## src/rtl/uart_tx_pkg.sv

```systemverilog
// Shared types and helpers for the packet UART transmitter: state encoding,
// byte width and runtime length clamping.
package uart_tx_pkg;

  localparam int BITS_PER_BYTE = 8;

  typedef enum logic [2:0] {
    IDLE,
    START,
    DATA,
    PARITY,
    STOP,
    GAP
  } tx_state_t;

  // A zero or oversized request means "send the whole packet".
  function automatic int clamp_len(input int len, input int max_bytes);
    return (len == 0 || len > max_bytes) ? max_bytes : len;
  endfunction

endpackage

```

## src/rtl/uart_baud_gen.sv

```systemverilog
// Bit-time down-counter: bit_tick pulses for one cycle at count 0 and the
// count reloads to DIVISOR-1 whenever reload is high.
module uart_baud_gen #(
  parameter int DIVISOR = 4,
  localparam int CNT_W = $clog2(DIVISOR)
) (
  input  logic clk_in,
  input  logic rst_in,
  input  logic reload,
  output logic bit_tick
);

  logic [CNT_W-1:0] cnt_q;

  always_ff @(posedge clk_in or posedge rst_in) begin
    if (rst_in) begin
      cnt_q <= CNT_W'(DIVISOR - 1);
    end else if (reload) begin
      cnt_q <= CNT_W'(DIVISOR - 1);
    end else begin
      cnt_q <= cnt_q - CNT_W'(1);
    end
  end

  assign bit_tick = (cnt_q == '0);

endmodule

```

## src/rtl/uart_pkt_tx.sv

```systemverilog
// Multi-byte UART packet transmitter with valid/ready handshake.
// Define TX_PARITY_EN to insert a parity bit after each byte's data bits.
module uart_pkt_tx
  import uart_tx_pkg::*;
#(
  parameter int CLK_HZ     = 65_000_000,
  parameter int BAUD_RATE  = 9600,
  parameter int DIVISOR    = CLK_HZ / BAUD_RATE,
  parameter int PKT_BYTES  = 26,
  parameter int STOP_BITS  = 1,
  parameter int GAP_BITS   = 0,
  parameter int PARITY_ODD = 0,
  localparam int DATA_W    = BITS_PER_BYTE * PKT_BYTES,
  localparam int LEN_W     = $clog2(PKT_BYTES + 1)
) (
  input  logic              clk_in,
  input  logic              rst_in,
  input  logic              valid_in,
  output logic              ready_out,
  input  logic [DATA_W-1:0] val_in,
  input  logic [LEN_W-1:0]  len_in,
  output logic              busy_out,
  output logic              done_out,
  output logic              data_out
);

  tx_state_t         state_q, state_d;
  logic [DATA_W-1:0] pkt_q;
  logic [LEN_W-1:0]  len_q, byte_q, byte_d, next_byte;
  logic [2:0]        bit_q, bit_d;
  logic [7:0]        aux_q, aux_d;
  logic [7:0]        shift_q, shift_d, next_val;
  logic              data_d, done_d, accept, tick, last_byte, par_bit, next_start;

  uart_baud_gen #(.DIVISOR(DIVISOR)) u_baud (
    .clk_in  (clk_in),
    .rst_in  (rst_in),
    .reload  ((state_q == IDLE) || tick),
    .bit_tick(tick)
  );

  assign next_byte = byte_q + LEN_W'(1);
  assign last_byte = (byte_q == len_q - LEN_W'(1));
  assign next_val  = pkt_q[int'(next_byte) * BITS_PER_BYTE +: BITS_PER_BYTE];
  assign par_bit   = (^pkt_q[int'(byte_q) * BITS_PER_BYTE +: BITS_PER_BYTE]) ^ (PARITY_ODD != 0);

  always_comb begin
    state_d    = state_q;
    shift_d    = shift_q;
    byte_d     = byte_q;
    bit_d      = bit_q;
    aux_d      = aux_q;
    done_d     = 1'b0;
    accept     = 1'b0;
    next_start = 1'b0;
    unique case (state_q)
      IDLE: if (valid_in) begin
        accept  = 1'b1;
        state_d = START;
        shift_d = val_in[7:0];
        byte_d  = '0;
        bit_d   = '0;
      end
      START: if (tick) state_d = DATA;
      DATA: if (tick) begin
        if (bit_q == 3'd7) begin
          aux_d = '0;
`ifdef TX_PARITY_EN
          state_d = PARITY;
`else
          state_d = STOP;
`endif
        end else begin
          bit_d   = bit_q + 3'd1;
          shift_d = {1'b0, shift_q[7:1]};
        end
      end
      PARITY: if (tick) begin
        state_d = STOP;
        aux_d   = '0;
      end
      STOP: if (tick) begin
        if (aux_q != 8'(STOP_BITS - 1)) begin
          aux_d = aux_q + 8'd1;
        end else if (last_byte) begin
          state_d = IDLE;
          done_d  = 1'b1;
        end else if (GAP_BITS > 0) begin
          state_d = GAP;
          aux_d   = '0;
        end else begin
          next_start = 1'b1;
        end
      end
      GAP: if (tick) begin
        if (aux_q != 8'(GAP_BITS - 1)) aux_d = aux_q + 8'd1;
        else next_start = 1'b1;
      end
      default: state_d = IDLE;
    endcase

    if (next_start) begin
      state_d = START;
      byte_d  = next_byte;
      bit_d   = '0;
      shift_d = next_val;
    end

    // The line level is registered, decoded from where the FSM is heading.
    unique case (state_d)
      START:   data_d = 1'b0;
      DATA:    data_d = shift_d[0];
      PARITY:  data_d = par_bit;
      default: data_d = 1'b1;
    endcase
  end

  always_ff @(posedge clk_in or posedge rst_in) begin
    if (rst_in) begin
      state_q  <= IDLE;
      data_out <= 1'b1;
      done_out <= 1'b0;
      byte_q   <= '0;
      bit_q    <= '0;
      aux_q    <= '0;
    end else begin
      state_q  <= state_d;
      data_out <= data_d;
      done_out <= done_d;
      byte_q   <= byte_d;
      bit_q    <= bit_d;
      aux_q    <= aux_d;
    end
  end

  // Packet payload is only meaningful once accepted, so it carries no reset.
  always_ff @(posedge clk_in) begin
    if (accept) begin
      pkt_q <= val_in;
      len_q <= LEN_W'(clamp_len(int'(len_in), PKT_BYTES));
    end
    shift_q <= shift_d;
  end

  assign ready_out = (state_q == IDLE);
  assign busy_out  = !ready_out;

endmodule

```

## config.mk

```make
export PLATFORM = sky130hd
export DESIGN_NAME = uart_pkt_tx
export DESIGN_NICKNAME = d
export VERILOG_FILES = /design/src/rtl/uart_tx_pkg.sv /design/src/rtl/uart_baud_gen.sv /design/src/rtl/uart_pkt_tx.sv
export SDC_FILE = /design/constraint.sdc
export NUM_CORES = 1
export LEC_CHECK = 0
export CORE_MARGIN = 3
export CORE_UTILIZATION = 47
export DETAILED_ROUTE_END_ITERATION = 8
export PLACE_DENSITY = 0.79
export SETUP_SLACK_MARGIN = 0.1
export SLEW_MARGIN = 15
export SYNTH_ARGS = -nofsm -noshare
export SYNTH_HDL_FRONTEND = slang
export SYNTH_SLANG_ARGS = --single-unit
```

## constraint.sdc

```tcl
create_clock -name clk_in -period 13.4 [get_ports clk_in]
set_input_delay 4.02 -clock clk_in [delete_from_list [all_inputs] [get_ports clk_in]]
set_output_delay 4.02 -clock clk_in [all_outputs]
set_load 0.01 [all_outputs]
```

---- Word level (Yosys, flattened, before mapping) ----
Cells that the tools add are included.
cells by class
  $add $sub $neg .......................... 5
  $lt $le $gt $ge ......................... 1
  equality and inequality tests ........... 21
  shift operators ......................... 2
  muxes and demuxes ....................... 45
  reduce and logical (&&, ||, !) cells .... 15
operators by type and width
  operator                                                              number
  208-bit by 9-bit variable part select with 8-bit output               2
  8-bit 2-to-1 mux                                                      11
  3-bit 2-to-1 mux                                                      13
  8-bit one-hot mux with 4 select lines                                 1
  3-bit one-hot mux with 6 select lines                                 1
  8-bit one-hot mux with 2 select lines                                 1
  5-bit 2-to-1 mux                                                      3
  2-bit != test, second input constant                                  7
  13-bit zero test                                                      1
  13-bit 2-to-1 mux                                                     1
  13-bit by 1-bit subtractor with 13-bit output, second input constant  1
  3-bit by 2-bit == test with 1-bit output, second input constant       4
  1-bit 2-to-1 mux                                                      11
  3-bit == test, second input constant                                  3
  8-bit by 1-bit adder with 8-bit output, second input constant         1
  8-bit != test, second input constant                                  1
  8-bit AND reduction                                                   1
  8-bit nonzero test                                                    1
  8-bit XOR reduction                                                   1
  3-bit by 1-bit == test with 1-bit output, second input constant       2
  3-bit != test, second input constant                                  2
  3-bit one-hot mux with 2 select lines                                 1
  5-bit by 1-bit adder with 5-bit output, second input constant         1
  5-bit == test                                                         1
  15 further kinds                                                      17
storage, ports and cells
  flip-flop bits (word level) ............. 255
  input port bits ......................... 216
  output and inout port bits .............. 4
  word-level logic and storage cells ...... 100

---- Longest topological paths before layout ----
  depth in word-level cells ............... 9
  depth in mapped cells ................... 12
  depth with buffers taken out ............ 10

---- Cells and area by module ----
Synthesis repeated with hierarchy kept, for this count alone.
unflattened totals
  cells, all modules ...................... 803
  area total of the unflattened synthesis .. 12420.7 um^2
by module, submodules not included
  module         instances  cells each  area each (um^2)  seq. area each (um^2)
  uart_pkt_tx    1          739         11765.0           7153.1
  uart_baud_gen  1          64          655.6             334.1

---- Worst setup path before layout ----
OpenSTA, ideal clock, no wires.
  path kind ............................... input-to-reg
  from .................................... input port valid_in
  to ...................................... register data_out
  setup time .............................. 87 ps
  data arrival time ....................... 10428 ps
  required time ........................... 13313 ps
  path slack .............................. 2885 ps
  cell stages on the path ................. 6
  buffers on the path ..................... 0
  path through ............................ nand2_1 > clkinv_1 > a222oi_1 > nand2_1 > a31oi_1 > o41ai_2
between the ends
  cells in the longest elaborated chain, start to end .. 5
  elaborated cells on any way between the ends .. 10
  classes of those cells .................. eq/ne: 3; mux: 7
ends and longest elaborated chain
  element                                                                                                      RTL line            source
  start: declaration                                                                                           uart_pkt_tx.sv:18   input logic valid_in,
  3-bit 2-to-1 mux                                                                                             uart_pkt_tx.sv:57   IDLE: if (valid_in) begin
  3-bit one-hot mux with 6 select lines                                                                        uart_pkt_tx.sv:56   unique case (state_q)
  3-bit 2-to-1 mux                                                                                             uart_pkt_tx.sv:102  if (next_start) begin
  3-bit by 2-bit == test with 1-bit output / 3-bit by 1-bit == test with 1-bit output (equally long branches)  uart_pkt_tx.sv:110  unique case (state_d)
  1-bit one-hot mux with 3 select lines (*)                                                                    uart_pkt_tx.sv:110
  net data_d                                                                                                   uart_pkt_tx.sv:33   logic data_d, done_d, accept, tick, last_byte, par_bit, next_start;
  end signal: assignment                                                                                       uart_pkt_tx.sv:128  data_out <= data_d;
  end: declaration                                                                                             uart_pkt_tx.sv:24   output logic data_out
The timed path passes the listed nets; every way through them passes the cells marked *. The select of a mux whose other input is x is not followed.
A chain may end at the register's enable or synchronous reset.

==> flow_metrics.env <==
export IMPL_status="complete, no violations"
export IMPL_slew_headroom_pct=17.3
export IMPL_root_buffer="clkbuf_16"
export IMPL_wl_met3_um=2110
export IMPL_crit_required_ns=13.81
export IMPL_cpMaxStageDelayCell="buf_4"
export IMPL_drtPass1Iterations=5
export IMPL_vias=7802
export IMPL_cp_start_kind="primary input"
export IMPL_htreeDepth=1
export IMPL_setup_tns_ns=0
export IMPL_grt_use_total_pct=20.8
export IMPL_yosys_warnings=0
export IMPL_path_max_fanout=128
export IMPL_syn2layout_area_growth_pct=27.7
export IMPL_cts_buffers=28
export IMPL_clock_sinks=255
export IMPL_multi_input_area_um2=4490
export IMPL_ir_drop_mv=0.0795
export IMPL_drtIter0Drc=671
export IMPL_wl_um=29800
export IMPL_ys_seq_elements=255
export IMPL_period_minus_slack_ns=6.46
export IMPL_end_kind="flop"
export IMPL_fin_cells=1325
export IMPL_drive_gt1_share_pct=17.1
export IMPL_worst_pin_slew_ns=1.23
export IMPL_hold_viol=0
export IMPL_core_area_um2=25400
export IMPL_grt_pass1_wl_um=45500
export IMPL_die_y_um=168
export IMPL_power_density_nw_per_um2=109
export IMPL_async_reset_ff_share_pct=13.3
export IMPL_synth_top_flop_cell="edfxtp_1"
export IMPL_wl_per_cell_um=22.5
export IMPL_clockBufferDepth=3
export IMPL_start_util_pct=48.3
export IMPL_dr_wl_met2_um=14900
export IMPL_grt_ovfl_total=0
export IMPL_yosysTopAreaCell="edfxtp_1"
export IMPL_syn_cell_area_um2=12300
export IMPL_r2r_slack_ns=9.66
export IMPL_filler_cell_count=1889
export IMPL_yosysUniqueCellTypes=61
export IMPL_regArea_um2=7500
export IMPL_worstRegToRegCells=6
export IMPL_grt_pass1_vias=8154
export IMPL_cts_tree="yes"
export IMPL_holdPathStages=1
export IMPL_fin_nets=1198
export IMPL_insertion_delay_ns=0.57
export IMPL_timing_max_cap_violations=0
export IMPL_period_share_pct=48.2
export IMPL_clk_pin_slew_ns=0.06
export IMPL_hold_class="reg2reg"
export IMPL_yosysSeqAreaShare_pct=61.0
export IMPL_worst_setup_path_type="in2reg"
export IMPL_setup_viol_count_final=0
export IMPL_cts_resized=0
export IMPL_hold_buffers=0
export IMPL_fmax_ghz=0.155
export IMPL_synth_edff_count=220
export IMPL_dieArea_um2=28100
export IMPL_antenna_found_initial=3
export IMPL_crit_path_max_incr_delay_ns=0.97
export IMPL_hold_slack_ns=0.462
export IMPL_netlist_area_leader_share_pct=53.9
export IMPL_cts_setup_buffers=0
export IMPL_placed_cells=1275
export IMPL_synth_nets=986
export IMPL_rsz0062_at_grt="false"
export IMPL_cp_startpoint="valid_in"
export IMPL_final_core_util_pct=61.7
export IMPL_cp_endpoint="shift_q[4]"
export IMPL_ys_top_cells_by_area="edfxtp_1 (54%), mux4_2 (17%), dfrtp_1 (5.3%), mux2i_1 (3.3%), nand2_1 (1.9%)"
export IMPL_syn_avg_cell_area_um2=16.1
export IMPL_arrival_ns=6.87
export IMPL_r2r_start="byte_q[1]"
export IMPL_drt_vias_per_instance=5.89
export IMPL_p_leak_nw=5.61
export IMPL_numPortBuffers=219
export IMPL_num_rows=58
export IMPL_worst_clock_skew_ns=0.0499
export IMPL_slew_violations=0
export IMPL_ioPinCount=220
export IMPL_netlist_instances=763
export IMPL_crit_chain="clkdlybuf4s50_1 -> nand2_1 -> inv_8 -> buf_4 -> a22oi_1 -> o21ai_1"
export IMPL_final_antenna_net_count=0
export IMPL_drt_met1_wl_um=11900
export IMPL_topRoutingLayerUsed="met5"
export IMPL_finalPower_w=0.00171
export IMPL_dp_hpwl_um=20800
export IMPL_r2r_end="shift_q[1]"
export IMPL_route_detailed_drc=0
export IMPL_die_width_um=168
export IMPL_place_congestion=0.757
export IMPL_grt_max_degree=129
worst max-delay path, delay by kind of cell:
kind                   cells  cell delay, ns
buffers and inverters      3            2.17
AO/OA/AOI/OAI              2            0.35
AND/OR/NAND/NOR            1            0.26
cell families after synthesis:
kind of cell / after synthesis / share of synthesized area, %
flops: 255 / 61.0
compound gates: 107 / 5.75
simple gates: 161 / 6.38
buf+inv: 62 / 2.66
xor+xnor: 30 / 2.38
mux: 141 / 21.1
fa+ha+maj: 7 / 0.714
synth_stat cells (3+ instances only):
master    instances
xor2_1           11
edfxtp_1        220
dfrtp_1          26
a311oi_1          9
ha_1              7
nor2_1           32
nand3_1          17
buf_6             4
nor3_1            8
o41ai_1           3
inv_1            15
nand2_1          61
o31ai_1           6
nand2b_1          3
o22ai_1          10
xnor2_1          17
nor2b_1           4
or3_1             3
and3_1           10
a221oi_1          3
a22oi_1           9
mux4_2           91
a21oi_1          13
mux2i_1          41
o21ai_0          26
dfstp_2           8
and2_1            4
a31oi_1           6
buf_2            12
o21a_1            3
o21ai_1           7
buf_4            13
clkbuf_1         16
nor4b_1           3
mux2_2            6
registers in the layout, summed over array words and instances, names as in the netlist:
| name | count |
|---|---|
| state_q | 3 |
| byte_q | 5 |
| len_q | 5 |
| data_out | 1 |
| u_baud.cnt_q | 13 |
| pkt_q | 208 |
| bit_q | 3 |
| done_out | 1 |
| shift_q | 8 |
| aux_q | 8 |
per-layer routing:
metal	up-vias	track usage [%]
met4	4	5.37
li1	3509	-
met3	57	4.58
met5	-	0
met2	328	34.7
met1	3904	28.2
how the worst min path moves through the flow:
| stage | from | end | slack (ns) |
|---|---|---|---|
| floorplan | u_baud.cnt_q[0] | u_baud.cnt_q[0] | 0.43 |
| global placement | u_baud.cnt_q[0] | u_baud.cnt_q[0] | 0.44 |
| detailed placement | u_baud.cnt_q[0] | u_baud.cnt_q[0] | 0.45 |
| CTS | u_baud.cnt_q[0] | u_baud.cnt_q[0] | 0.47 |
| global route | u_baud.cnt_q[0] | u_baud.cnt_q[0] | 0.48 |
| finish | u_baud.cnt_q[0] | u_baud.cnt_q[0] | 0.46 |
cell usage in the layout (no fill, tap or decap), types with 4 or more instances in the layout:
cell	count
a31oi_1	6
clkinv_1	4
and2_1	4
mux2_2	6
xnor2_1	14
edfxtp_1	220
o31ai_1	6
nand3_1	17
and3_1	10
dfrtp_1	23
xor2_1	10
nor3_1	8
clkbuf_16	28
o22ai_1	10
clkinv_2	4
mux2i_1	41
mux4_2	91
o21ai_0	26
nand2_1	61
clkdlybuf4s50_1	219
inv_1	15
a311oi_1	9
ha_1	6
dfstp_2	8
bufinv_16	4
nor2_1	32
clkbuf_1	4
a21oi_1	13
a22oi_1	9
nor2b_1	4
o21ai_1	7
buf_4	9
area by class of cell:
cell class,instances,area share [%]
Antenna cell,1,0.0160
Clock buffer,32,4.57
Clock inverter,17,1.38
Inverter,16,0.431
Multi-Input combinational cell,446,28.7
Sequential cell,255,47.9
Tap cell,330,2.64
Timing Repair Buffer,228,14.4
power by group:
part	switching (W)	internal, W
combinational	0.0000170	0.0000555
sequential	0	0.000862
clock	0.000310	0.000461
per-stage QoR:
step           setup slack [ns]  area (um2)
6_report                   6.94       15700
4_1_cts                    6.94       15700
3_3_place_gp               6.46       14700
3_5_place_dp               6.35       14700
5_1_grt                    6.70       15700
2_1_floorplan              2.88       12300
No activity file was read; power rests on OpenSTA's default activity.
==> patch 1, RTL diff (same flow settings) <==
`byte_q` no longer has a reset.
--- a/src/rtl/uart_pkt_tx.sv
+++ b/src/rtl/uart_pkt_tx.sv
@@ -122,3 +122,2 @@
       done_out <= 1'b0;
-      byte_q   <= '0;
       bit_q    <= '0;
@@ -129,3 +128,2 @@
       done_out <= done_d;
-      byte_q   <= byte_d;
       bit_q    <= bit_d;
@@ -133,2 +131,6 @@
     end
+  end
+
+  always_ff @(posedge clk_in) begin
+    byte_q <= byte_d;
   end
Function: no difference found for any inputs over 10 cycles, from zero or initial values and one cycle with rst_in high; that may be too few to reach the edited logic, so the function may still have changed.
==> patch 1 against the unedited design <==
Area after synthesis increased by 0.43%; sequential cell count unchanged; synthesized cell count decreased by 2.8%; wire length decreased by 3.8%; first-iteration DRC count decreased by 4.5%; critical path depth unchanged; setup slack improved by 210 ps; count of clock-buffer cells in the layout increased by 7; design area decreased by 0.64%; final cell count decreased by 1.7%; total power decreased by 2.7%.
==> patch 1: results (changes against the unedited design) <==
| Metric | Reported | Unit | Change |
|:---|:---|:---|:---|
| Outcome | complete, no violations | - | unchanged |
| Top routing layer in use | met4 | - | was met5 |
| Fraction of layout cells with a size suffix above 1 | 0.1698 | - | was 0.1710 |
| Post-route cell area | 15560 | sq um | was 15670 sq um |
| Multiplexer share of the synthesized area | 0.2049 | - | was 0.2107 |
| Worst Reg-to-Reg Cells | 8 | - | was 6 |
| Critical R2R Capture | shift_q[0]$_DFF_P_ | - | was shift_q[1]$_DFFE_PP_ |
| Met2 layer wire length in the routed design | 14350 | um | was 14950 um |
| Number of inserted filler cells in the final layout | 1853 | - | was 1889 |
| Xor-xnor portion of the synthesized cell area | 0.02763 | - | was 0.02377 |
| Largest vdd supply drop | 0.0001185 | V | was 0.00007946 V |
| Worst-case setup margin in the final layout | 7148 | ps | was 6943 ps |
| Routed wire length | 28610 | um | was 29750 um |
| Number of global-route vias before repair | 7869 | - | was 8154 |
| Post-Synthesis Net Count | 965 | - | was 986 |
| Compound-gate portion of the synthesized area | 0.06440 | - | was 0.05754 |
| Sequential-to-total area share from yosys stat | 0.6099 | - | was 0.6105 |
| Slew @ Worst Pin | 1119 | ps | was 1231 ps |
| Maximum fanout encountered on the critical timing path | 130 | - | was 128 |
| Destination of the critical timing path | shift_q[1]$_DFFE_PP_ | - | was shift_q[4]$_DFFE_PP_ |
| Reg-to-Reg Start | byte_q[0]$_SDFFCE_PP0P_ | - | was byte_q[1]$_DFFE_PP0P_ |
| Gpl congestion | 0.8290 | - | was 0.7567 |
| Mean number of vias per cell | 5.774 | - | was 5.888 |
| Pin count of the biggest net entering global routing | 131 | - | was 129 |
| Worst hold slack | 463.6 | ps | was 462.2 ps |
| DR iter-0 viols | 641 | - | was 671 |
| Met2 track utilization from global routing | 0.3343 | - | was 0.3473 |
| First-pass GRT wire length | 44090 | um | was 45470 um |
| Cts bufs inserted | 27 | - | was 28 |
| Leak | 5.457 | nW | was 5.608 nW |
| Met1 track demand over resource | 0.2773 | - | was 0.2819 |
| Instance count of the mapped netlist | 742 | - | was 763 |
| Clock latency reported for the late side of the worst-skew pair | 530 | ps | was 570 ps |
| CP arrival | 6590 | ps | was 6870 ps |
| Met3 track utilization from global routing | 0.03146 | - | was 0.04580 |
==> patch 1: cell types whose count changed after synthesis, sizes merged, moves of 6 or more <==
| cell | before | now |
|---|---|---|
| a21oi | 13 | 19 |
| a22o | 0 | 9 |
| nand3 | 17 | 8 |
| xor2 | 11 | 22 |
| a311oi | 9 | 0 |
| nand2 | 61 | 40 |
| a31oi | 6 | 13 |
| buf | 30 | 23 |
| o22ai | 10 | 2 |
| mux2i | 41 | 20 |
==> patch 1: where the power goes <==
group          leakage [nW]  internal, W  switching, W
Combinational          2.63    0.0000552     0.0000157
Sequential             2.41     0.000864             0
Clock                 0.414     0.000438      0.000287
==> patch 1: final cells by class <==
type	count	share of cell area
Multi-Input combinational cell	427	0.2861
Tap cell	330	0.02653
Clock inverter	8	0.007154
Clock buffer	39	0.04759
Timing Repair Buffer	227	0.1455
Sequential cell	255	0.4826
Antenna cell	1	0.0001608
Inverter	16	0.004341
==> patch 2, RTL diff (same flow settings) <==
Without the edit above. The parameter `PARITY_ODD` goes from 0 to 1.
--- a/src/rtl/uart_pkt_tx.sv
+++ b/src/rtl/uart_pkt_tx.sv
@@ -11,3 +11,3 @@
   parameter int GAP_BITS   = 0,
-  parameter int PARITY_ODD = 0,
+  parameter int PARITY_ODD = 1,
   localparam int DATA_W    = BITS_PER_BYTE * PKT_BYTES,
Formal check against the unedited RTL: no difference found for any inputs over 10 cycles, from zero or initial values and one cycle with rst_in high; that may be too few to reach the edited logic, so the function may still have changed.
==> patch 2 against the unedited design <==
Total power decreased by 2.7%; utilization decreased by 0.24 points; area after synthesis decreased by 0.74%; fmax decreased by 5.4%; setup slack got worse by 370 ps; design area decreased by 0.67%; clock power decreased by 6.0%; sequential cell count unchanged; wire length increased by 0.56%; global-route usage increased by 0.16 points; critical path depth increased by 1; critical path type unchanged.
==> patch 2: results (changes against the unedited design) <==
| Metric | Reported | Unit | Change |
|:---|:---|:---|:---|
| DR iter-0 viols | 676 | - | was 671 |
| Fmax | 146.4 | MHz | was 154.9 MHz |
| Clock latency reported for the late side of the worst-skew pair | 550 | ps | was 570 ps |
| Final routed wire length divided by cell count | 22.43 | um | was 22.46 um |
| Outcome | complete, no violations | - | unchanged |
| Post-Synthesis Net Count | 989 | - | was 986 |
| Register-to-register path setup slack | 9360 | ps | was 9660 ps |
| Sequential-to-total area share from yosys stat | 0.6151 | - | was 0.6105 |
| Cts bufs inserted | 27 | - | was 28 |
| HPWL after detailed placement | 21570 | um | was 20800 um |
| Pin count of the biggest net entering global routing | 136 | - | was 129 |
| Number of global-route vias before repair | 8222 | - | was 8154 |
| Relative slew slack | 0.2869 | - | was 0.1732 |
| Fraction of layout cells with a size suffix above 1 | 0.1655 | - | was 0.1710 |
| Maximum buffer depth of the clock tree | 3 | - | unchanged |
| Gpl congestion | 0.8385 | - | was 0.7567 |
| Worst setup skew after layout | 19.19 | ps | was 49.90 ps |
| Synth Warn # | 0 | - | unchanged |
| Largest vdd supply drop | 0.0001127 | V | was 0.00007946 V |
| Nets@finish | 1205 | - | was 1198 |
| Number of inserted filler cells in the final layout | 1829 | - | was 1889 |
| Number of antenna violations at the first check in global routing | 1 | - | was 3 |
| Most used standard cells in the synthesized netlist | edfxtp_1 (220), mux4_2 (88), nand2_1 (67) | - | was edfxtp_1 (220), mux4_2 (91), nand2_1 (61) |
| Overall global routing resource usage | 0.2100 | - | was 0.2084 |
| First-pass GRT wire length | 45460 | um | was 45470 um |
| Post-synth cell types | 63 | - | was 61 |
| Mean number of vias per cell | 5.835 | - | was 5.888 |
| Ranking of synthesized cells by area | edfxtp_1 (54%), mux4_2 (16%), dfrtp_1 (5.3%), mux2i_1 (3.1%), xnor2_1 (2.2%) | - | was edfxtp_1 (54%), mux4_2 (17%), dfrtp_1 (5.3%), mux2i_1 (3.3%), nand2_1 (1.9%) |
| Leak | 5.527 | nW | was 5.608 nW |
patch 2: cell types whose count changed after synthesis, moves of 4 or more:
cell,unedited run,this run
buf_4,13,8
nor3_1,8,3
nand2_1,61,67
o21ai_0,26,36
xnor2_1,17,30
o21ai_1,7,1
nor2_1,32,27
a31oi_1,6,2
patch 2: final cells by class:
type | instances | area, sq um | area share
well taps | 330 | 412.9 | 0.02654
flip-flops and latches | 255 | 7492 | 0.4815
multi-input cells | 456 | 4459 | 0.2866
repair buffers | 228 | 2260 | 0.1452
inverters | 14 | 60.06 | 0.003860
clock buffers | 33 | 718.2 | 0.04616
diodes | 1 | 2.502 | 0.0001608
clock inverters | 17 | 155.1 | 0.009971
patch 2: cell families (layout without fill, tap and decap cells):
logic type,count (synthesis),count (layout),synth area share
mux,129,129,0.1968
simple gates,161,161,0.06445
fa+ha+maj,7,7,0.007195
xor+xnor,42,42,0.03166
flops,255,255,0.6151
other cells,0,1,0
buf+inv,55,292,0.02158
compound gates,117,117,0.06321
patch 2: metal layers:
layer  track usage  vias to the layer above  part of all wire
li1              -                     3511                 -
met1        0.2748                     3869              0.39
met2        0.3604                      341              0.50
met3       0.04225                       61             0.073
met4       0.05918                        2             0.029
met5             0                        -           0.00043
patch 2: through the flow:
step                instance area [sq um]  hold WS, ps  std cells
floorplan                           12170        432.7        766
global placement                    14680        446.7       1283
detailed placement                  14680        452.4       1283
CTS                                 15560        466.4       1333
global route                        15560        483.9       1333
finish                              15560        464.4       1334
patch 2: critical path, cell delays in order:
cell and delay [ps]:
clkdlybuf4s50_1 500, nand2_1 250, inv_8 710, buf_4 940, nor2_2 110, and2_1 230
inv_1 220
patch 2: where the power goes:
part,internal [W],switching (W),total (W)
registers,0.000862,0,0.000862
logic,0.0000554,0.0000168,0.0000723
clock network,0.000422,0.000304,0.000725
patch 2: worst paths after layout:
check	from	end	depth (start not counted)
max in group asynchronous	rst_in	byte_q[0]$_DFFE_PP0P_	3
min	u_baud.cnt_q[0]$_DFF_PP1_	u_baud.cnt_q[0]$_DFF_PP1_	1
min in group asynchronous	rst_in	bit_q[2]$_DFFE_PP0P_	3
max	valid_in	shift_q[3]$_DFFE_PP_	7
max reg2reg	byte_q[0]$_DFFE_PP0P_	shift_q[7]$_DFFE_PP_	8
min reg2reg	u_baud.cnt_q[0]$_DFF_PP1_	u_baud.cnt_q[0]$_DFF_PP1_	1
